<file path="config.mk">
export PLATFORM = sky130hd
export DESIGN_NAME = mem_arbiter
export DESIGN_NICKNAME = d
export VERILOG_FILES = /design/src/rtl/mem_arbiter.sv
export SDC_FILE = /design/constraint.sdc
export NUM_CORES = 1
export LEC_CHECK = 0
export CORE_AREA = 2 2 73 75
export DETAILED_ROUTE_END_ITERATION = 8
export DIE_AREA = 0 0 75 77
export GPL_TIMING_DRIVEN = 0
export HOLD_SLACK_MARGIN = 0.03
export PLACE_DENSITY = 0.8
export REMOVE_ABC_BUFFERS = 1
export SYNTH_ARGS = -nofsm -noshare
export SYNTH_HDL_FRONTEND = slang
export SYNTH_SLANG_ARGS = --single-unit
</file>
<file path="constraint.sdc">
create_clock -name clk -period 2.2 [get_ports clk]
set_clock_uncertainty 0.1 [all_clocks]
set_input_delay 0.55 -clock clk [delete_from_list [all_inputs] [get_ports clk]]
set_output_delay 0.55 -clock clk [all_outputs]
set_load 0.02 [all_outputs]
</file>
<file path="src/rtl/mem_arbiter.sv">
// Two-requester arbiter for one memory port, with ownership locking and a burst limit.
// Define MEM_ARB_RR_EN for round-robin tie-breaks; by default requester A wins ties.
module mem_arbiter #(
    parameter int DATA_WIDTH = 16,
    parameter int ADDR_WIDTH = 16,
    parameter int MAX_BURST  = 8
) (
    input  logic                  clk,
    input  logic                  rst_n,
    input  logic                  a_req,
    input  logic                  a_lock,
    input  logic                  a_we,
    input  logic [ADDR_WIDTH-1:0] a_addr,
    input  logic [DATA_WIDTH-1:0] a_wdata,
    output logic                  a_gnt,
    output logic                  a_rvalid,
    output logic [DATA_WIDTH-1:0] a_rdata,
    input  logic                  b_req,
    input  logic                  b_lock,
    input  logic                  b_we,
    input  logic [ADDR_WIDTH-1:0] b_addr,
    input  logic [DATA_WIDTH-1:0] b_wdata,
    output logic                  b_gnt,
    output logic                  b_rvalid,
    output logic [DATA_WIDTH-1:0] b_rdata,
    output logic [ADDR_WIDTH-1:0] mem_addr,
    output logic [DATA_WIDTH-1:0] mem_din,
    output logic                  mem_we,
    input  logic [DATA_WIDTH-1:0] mem_dout,
    output logic [1:0]            owner
);

    localparam int BW = $clog2(MAX_BURST + 1);

    typedef enum logic [1:0] {
        IDLE  = 2'b00,
        OWN_A = 2'b01,
        OWN_B = 2'b10
    } state_t;

    state_t          state;
    logic [BW-1:0]   burst_cnt;
    logic            last_grant_b;
    logic            a_rv;
    logic            b_rv;

    logic            grant_a;
    logic            grant_b;
    logic            from_owner;
    logic            burst_left;
    logic            tie_a;

    // NOTE: every signal assigned in always_comb gets a default first so no latch is inferred.
    always_comb begin
        grant_a    = 1'b0;
        grant_b    = 1'b0;
        from_owner = 1'b0;
        burst_left = (burst_cnt < BW'(MAX_BURST));
`ifdef MEM_ARB_RR_EN
        tie_a = last_grant_b;
`else
        tie_a = 1'b1;
`endif
        // An owner that has used up its burst yields the tie to the other requester.
        if (state == OWN_A && !burst_left)
            tie_a = 1'b0;
        else if (state == OWN_B && !burst_left)
            tie_a = 1'b1;

        if (state == OWN_A && a_req && (burst_left || !b_req)) begin
            grant_a    = 1'b1;
            from_owner = 1'b1;
        end else if (state == OWN_B && b_req && (burst_left || !a_req)) begin
            grant_b    = 1'b1;
            from_owner = 1'b1;
        end else if (a_req && b_req) begin
            grant_a = tie_a;
            grant_b = !tie_a;
        end else begin
            grant_a = a_req;
            grant_b = b_req;
        end
    end

    assign a_gnt = rst_n & grant_a;
    assign b_gnt = rst_n & grant_b;

    always_comb begin
        mem_we   = 1'b0;
        mem_addr = '0;
        mem_din  = '0;
        if (a_gnt) begin
            mem_we   = a_we;
            mem_addr = a_addr;
            mem_din  = a_wdata;
        end else if (b_gnt) begin
            mem_we   = b_we;
            mem_addr = b_addr;
            mem_din  = b_wdata;
        end
    end

    // NOTE: sequential state uses non-blocking assignments so every flop samples pre-edge values.
    always_ff @(posedge clk or negedge rst_n) begin
        if (!rst_n) begin
            state        <= IDLE;
            burst_cnt    <= '0;
            last_grant_b <= 1'b1;
            a_rv         <= 1'b0;
            b_rv         <= 1'b0;
        end else begin
            a_rv <= grant_a & ~a_we;
            b_rv <= grant_b & ~b_we;
            if (grant_a || grant_b) begin
                last_grant_b <= grant_b;
                if (!from_owner)
                    burst_cnt <= BW'(1);
                else if (burst_left)
                    burst_cnt <= burst_cnt + BW'(1);
            end
            if (grant_a)
                state <= a_lock ? OWN_A : IDLE;
            else if (grant_b)
                state <= b_lock ? OWN_B : IDLE;
            else
                state <= IDLE;
        end
    end

    assign owner    = state;
    assign a_rvalid = a_rv;
    assign b_rvalid = b_rv;
    assign a_rdata  = mem_dout;
    assign b_rdata  = mem_dout;

endmodule

</file>
==> reports/results.tsv, run 1 <==
metric	value	unit
outcome	complete, but fails checks	
failing checks	negative setup slack	
# diodes	0	
WP data arrival	1.81	ns
Cell Chain, Critical Path	and3b_2 > buf_6 > o311ai_4 > buf_6 > o22ai_2 > buf_6	
overall power	0.768	mW
final core utilization	47.8	%
Synth Area in Compound Gates	25.6	%
Mapped Area	1270	um^2
met2 Usage GRT	30.7	%
number of global-route vias before repair	1668	
design area	2380	um^2
Most used DFF post-synth	dfrtp_1	
Final nets	374	
P per Cell Area	323	nW/um^2
CP delay by family, top	buffers and inverters	
simple-gate share of the synthesized area	22.6	%
port bufs	110	
first-pass GRT wire length	8960	um
largest family of logic cells by synthesized area	buffers and inverters	
# rows	26	
#FFs+latches synth	8	
gpl congestion	0.801	
share of layout cells above drive strength 1	29.7	%
worst rel slew slack	75.5	%
Async SR Flop Fraction	100	%
Slew Viols, Final	0	
synth unique cells	34	
total gr overflow	0	
placed insts	328	
number of synthesized flops with an enable pin	0	
Vias/cell	4.76	
Period Utilization, post-route	112	%
clk_lat worst skew	0.24	ns
# setup viols final	35	
Synth Area in XOR/XNOR	0	%
CP max FO	6	
max-cap violations	0	
via count	1679	
worst-case clock buffer depth	2	
Die Height	77	um
P_leak	1.11	nW
share of the synthesized area in the top cell type	18.9	%
Fin. Hold Viols	0	
placed inst area	2150	um^2
top-count cell post-synth	inv_1	
Synth area leaders	buf_4, o22ai_1, dfrtp_1	
GR peak layer	met2	
Initial Utilization	25.5	%
M3 GR Usage	10.8	%
CTS tree	yes	
met1 usage	25.7	%
critical path's most frequent cell	buf_6	
I/O pin cnt	159	
Worst EP required	1.55	ns
RSZ-0062 raised after global routing	yes	
Tmin final	2.46	ns
Buffers & Inverters on Critical Path	3	
cell taking the most area after synthesis	buf_4	
post-synthesis sequential area ratio	15.8	%
Reg clk slew, reported paths	0.05	ns
multiplexer share of the synthesized area	0	%
die width	75	um
total wire length	5970	um
Synth Instances	194	
yosys warns	0	
TritonCTS buffer count	3	
CP max stage delay	0.43	ns
crit path max-delay cell type	dfrtp_2	
initial antenna violation count	0	
Num Clock Sinks	8	
drt drc	0	
CP Capture Type	primary output	
CP startpoint kind	flop	
First-pass DRT Iterations	4	
final worst slack	-0.261	ns
core area	4980	um^2
All-Layer GR Usage	20.4	%
pre-CTS WS	-1.90	ns
synth cell count leaders	inv_1, nand2_1, o22ai_1, buf_4, buf_2	
Hold Path Class	primary input to async pin	
starting DRC count in detailed routing	42	
peak supply drop	0.000118	V
FMAX	406	MHz
Total Die Area	5780	um^2
Syn Area/Cell	6.54	um^2
post-synthesis to final-layout area growth	87.4	%
Slew @ Worst Pin	0.359	ns
Root Driver	clkbuf_8	
largest net degree at the start of global routing	19	
dpl hpwl	3780	um
mean routed wirelength per cell	16.9	um
Routed Antenna Nets	0	
H-Tree Depth	1	
Setup CP Type	flop to primary output	
Final Instance Count excl. Fillers	353	
Adder-Cell Fraction of Synth Area	0.986	%
==> sequential cells by signal, indices dropped and copies added, names as in the netlist <==
name	flops
burst_cnt	4
owner	2
a_rvalid	1
b_rvalid	1
==> report_power, final <==
| group | internal, mW | switching, mW | total [mW] |
|---|---|---|---|
| Sequential | 0.156 | 0.00899 | 0.165 |
| Clock | 0.119 | 0.0683 | 0.188 |
| Combinational | 0.227 | 0.188 | 0.415 |
| Total | 0.503 | 0.265 | 0.768 |
==> kinds of logic (layout without fill, tap and decap cells) <==
family          after synthesis  count (layout)
buf+inv                      83             168
simple gates                 56              57
compound gates               46              49
flops                         8               8
fa+ha+maj                     1               1
==> metrics by stage <==
step	setup TNS, ns	hold slack, ns
2_1_floorplan	-12.08	0.154
3_3_place_gp	-62.32	0.453
3_5_place_dp	-63.63	0.458
4_1_cts	-7.73	0.128
5_1_grt	-10.13	0.135
6_report	-8.02	0.115
==> layer usage <==
| layer | share of wire (%) | up-vias |
|---|---|---|
| li1 | - | 806 |
| met1 | 43 | 759 |
| met2 | 44 | 103 |
| met3 | 11 | 9 |
| met4 | 0.90 | 2 |
| met5 | 0.77 | - |
==> worst paths after layout <==
path	to	startpoint	slack, ns	cells after the start
setup / recovery	mem_addr[15]	owner[0]$_DFF_PN0_	-0.26	6
hold / removal	b_rvalid$_DFF_PN0_	rst_n	0.11	1
max in group asynchronous	owner[0]$_DFF_PN0_	rst_n	1.60	1
setup reg to reg	a_rvalid$_DFF_PN0_	burst_cnt[3]$_DFFE_PN0P_	0.53	6
hold reg to reg	burst_cnt[1]$_DFFE_PN0P_	burst_cnt[1]$_DFFE_PN0P_	0.47	1
min in group clk	burst_cnt[1]$_DFFE_PN0P_	burst_cnt[1]$_DFFE_PN0P_	0.47	1
==> area by class of cell <==
| cell class | instances | area [um^2] |
|---|---|---|
| Timing Repair Buffer | 128 | 1150 |
| Multi-Input combinational cell | 107 | 756 |
| Inverter | 37 | 139 |
| Fill cell | 505 | 2600 |
| Tap cell | 70 | 87.6 |
| Clock buffer | 3 | 41.3 |
| Sequential cell | 8 | 204 |
==> placed cells by master, fill, tap and decap left out, types with 2 or more instances in the layout <==
cell type        Yosys  layout
a21oi_1              2       2
and2_4               0       2
and3_1               2       2
buf_2                9      22
buf_4               32      17
buf_6                0      16
clkbuf_8             0       3
clkdlybuf4s50_1      0      72
dfrtp_1              8       5
dfrtp_2              0       3
inv_1               37      35
inv_2                0       2
nand2_1             34      34
nand2b_1             3       3
nand3b_1             3       3
nor3_1               2       2
o21a_4               0       2
o22ai_1             34      26
o22ai_2              0       8
o311ai_4             1       2
or3b_2               2       2
==> timing repair <==
action,CTS,global route
pin swaps,5,2
setup endpoints to repair,37,35
gates resized for setup,203,7
setup buffers,14,2
hold buffers,0,0
gates cloned,5,1
Power figures use the tool's default switching activity.
==> run 2, diff against run 1 <==
--- a/config.mk
+++ b/config.mk
@@ -6,10 +6,12 @@
 export NUM_CORES = 1
 export LEC_CHECK = 0
 export CORE_AREA = 2 2 73 75
+export CTS_CLUSTER_SIZE = 25
 export DETAILED_ROUTE_END_ITERATION = 8
 export DIE_AREA = 0 0 75 77
 export GPL_TIMING_DRIVEN = 0
 export HOLD_SLACK_MARGIN = 0.03
+export MAX_ROUTING_LAYER = met4
 export PLACE_DENSITY = 0.8
 export REMOVE_ABC_BUFFERS = 1
 export SYNTH_ARGS = -nofsm -noshare
==> run 2 against run 1 <==
The run still ends with negative setup slack left. Critical path depth unchanged. Sequential cell count stayed put. Clock-buffer cell count did not move. Sequential share of layout area did not move. Die area stayed put. Cell count stayed put. Clock power about the same. First-iteration DRC count increased by 12%. Non-clock buffer count unchanged. Sequential power barely moved. Total power about the same.
==> reports/results.tsv, run 2 (same netlist as run 1, synthesis figures left out) <==
metric	value	unit	change
outcome	complete, but fails checks		unchanged
failing checks	negative setup slack		unchanged
I/O pin cnt	159		unchanged
CP Capture Type	primary output		unchanged
# setup viols final	35		unchanged
core area	4980	um^2	unchanged
clock network power share	24.4	%	about the same
Vias/cell	4.77		was 4.76
design area	2380	um^2	unchanged
via count	1684		was 1,679
Buffers & Inverters on Critical Path	3		unchanged
max-cap violations	0		unchanged
starting DRC count in detailed routing	47		was 42
placed inst area	2150	um^2	unchanged
worst-case clock buffer depth	2		unchanged
CP startpoint kind	flop		unchanged
placed insts	328		unchanged
fillers	505		unchanged
Reg clk slew, reported paths	0.05	ns	about the same
most frequent cells in the layout	clkdlybuf4s50_1, inv_1, nand2_1, o22ai_1, buf_2		unchanged
CP max stage delay	0.43	ns	about the same
TritonCTS buffer count	3		unchanged
Int Pwr	0.503	mW	about the same
All-Layer GR Usage	20.9	%	was 20.4%
share of layout cells above drive strength 1	29.7	%	unchanged
Setup TNS	-7.99	ns	was -8.02 ns
Routed Antenna Nets	0		unchanged
pre-CTS WS	-1.90	ns	unchanged
# diodes	0		unchanged
die width	75	um	unchanged
FF-to-FF Start	burst_cnt[3]$_DFFE_PN0P_		unchanged
Comb power frac	54.1	%	about the same
critical path's most frequent cell	buf_6		unchanged
CTS tree	yes		unchanged
Hold WS	0.115	ns	about the same
Hold Path Class	primary input to async pin		unchanged
Root Driver	clkbuf_8		unchanged
Psw	0.266	mW	was 0.265 mW
Reg with most FFs	burst_cnt		unchanged
CP max FO	6		unchanged
port bufs	110		unchanged
Slew @ Worst Pin	0.358	ns	was 0.359 ns
overall power	0.768	mW	about the same
most common cell after layout, fill and taps aside	clkdlybuf4s50_1		unchanged
Setup CP Type	flop to primary output		unchanged
FMAX	408	MHz	was 406 MHz
Fin. Hold Viols	0		unchanged
final worst slack	-0.252	ns	was -0.261 ns
final core utilization	47.8	%	unchanged
peak supply drop	0.000118	V	about the same
initial antenna violation count	0		unchanged
drt drc	0		unchanged
RSZ-0062 raised after global routing	yes		unchanged
Initial Utilization	25.5	%	unchanged
gpl congestion	0.813		was 0.801
Total Die Area	5780	um^2	unchanged
P per Cell Area	323	nW/um^2	about the same
Worst EP required	1.55	ns	about the same
crit path max-delay cell type	dfrtp_2		unchanged
CP delay by family, top	buffers and inverters		unchanged
post-synthesis to final-layout area growth	87.4	%	unchanged
R2R cell count	6		unchanged
worst reg2reg setup slack	0.53	ns	about the same
clk_lat worst skew	0.24	ns	about the same
P_leak	1.11	nW	unchanged
Tmin final	2.45	ns	was 2.46 ns
Final nets	374		unchanged
Final Instance Count excl. Fillers	353		unchanged
WP data arrival	1.80	ns	was 1.81 ns
number of global-route vias before repair	1661		was 1,668
share of total power in sequential cells	21.5	%	about the same
Cell Chain, Critical Path	and3b_2 > buf_6 > o311ai_4 > buf_6 > o22ai_2 > buf_6		unchanged
H-Tree Depth	1		unchanged
Die Height	77	um	unchanged
max reg flops	4		unchanged
worst rel slew slack	75.5	%	about the same
# rows	26		unchanged
Num Clock Sinks	8		unchanged
dpl hpwl	3780	um	unchanged
total wire length	5990	um	was 5970 um
First-pass DRT Iterations	4		unchanged
largest net degree at the start of global routing	19		unchanged
total gr overflow	0		unchanged
Sw Share	34.6	%	was 34.5%
first-pass GRT wire length	8940	um	was 8960 um
Period Utilization, post-route	111	%	was 112%
Slew Viols, Final	0		unchanged
reg2reg end	a_rvalid$_DFF_PN0_		unchanged
mean routed wirelength per cell	17.0	um	was 16.9 um
-- run 2: cell counts in the layout (fill, tap and decap cells not counted) --
Identical to the previous run, type by type.
-- run 2: power by group through the flow --
| stage | Sequential [mW] | Combinational, mW | Clock (mW) |
|---|---|---|---|
| 2_1_floorplan | 0.171 | 0.142 | 0 |
| 6_report | 0.165 | 0.416 | 0.188 |
| 3_5_place_dp | 0.169 | 0.388 | 0 |
| 4_1_cts | 0.165 | 0.406 | 0.188 |
| 5_1_grt | 0.166 | 0.448 | 0.196 |
| 3_3_place_gp | 0.169 | 0.382 | 0 |
-- run 2: cell type report --
type / instances / area [um^2] / share of cell area [%]
clock buffers: 3 / 41.3 / 1.74
flip-flops and latches: 8 / 204 / 8.58
multi-input cells: 107 / 756 / 31.8
repair buffers: 128 / 1150 / 48.4
well taps: 70 / 87.6 / 3.68
inverters: 37 / 139 / 5.84
-- run 2: worst register-to-register path, cell delays in order (launching register included) --
cell and delay [ns]:
dfrtp_2 0.43, nor3b_4 0.20, buf_4 0.18, buf_4 0.13
o21a_2 0.30, buf_4 0.17, nor3_1 0.04
-- run 2: routing by layer --
layer	track usage, %	part of all wire [%]
met3	9.46	11
met5	-	0
met4	2.68	0.84
met2	30.7	45
met1	27.0	43
-- run 2: what timing repair did --
action	CTS	global route
buffers inserted	14	2
hold buffers	0	0
endpoints found under the hold margin	0	0
resized for setup	203	7
cloned	5	1
pin swaps	5	2
endpoints found under the setup margin	37	35
-- run 2: worst max path at each step --
| stage | startpoint | endpoint | depth (start not counted) |
|---|---|---|---|
| floorplan | owner[1]$_DFF_PN0_ | mem_addr[4] | 3 |
| global placement | rst_n | mem_addr[4] | 5 |
| detailed placement | rst_n | mem_addr[4] | 5 |
| CTS | owner[0]$_DFF_PN0_ | mem_addr[13] | 6 |
| global route | owner[0]$_DFF_PN0_ | mem_addr[15] | 6 |
| finish | owner[0]$_DFF_PN0_ | mem_addr[15] | 6 |
==> run 3, diff against run 2 <==
--- a/config.mk
+++ b/config.mk
@@ -5,6 +5,7 @@
 export SDC_FILE = /design/constraint.sdc
 export NUM_CORES = 1
 export LEC_CHECK = 0
+export ABC_CLOCK_PERIOD_IN_PS = 2200
 export CORE_AREA = 2 2 73 75
 export CTS_CLUSTER_SIZE = 25
 export DETAILED_ROUTE_END_ITERATION = 8
==> results of run 3 <==
Same layout as run 2: the final DEF is identical, and so are final timing and power.
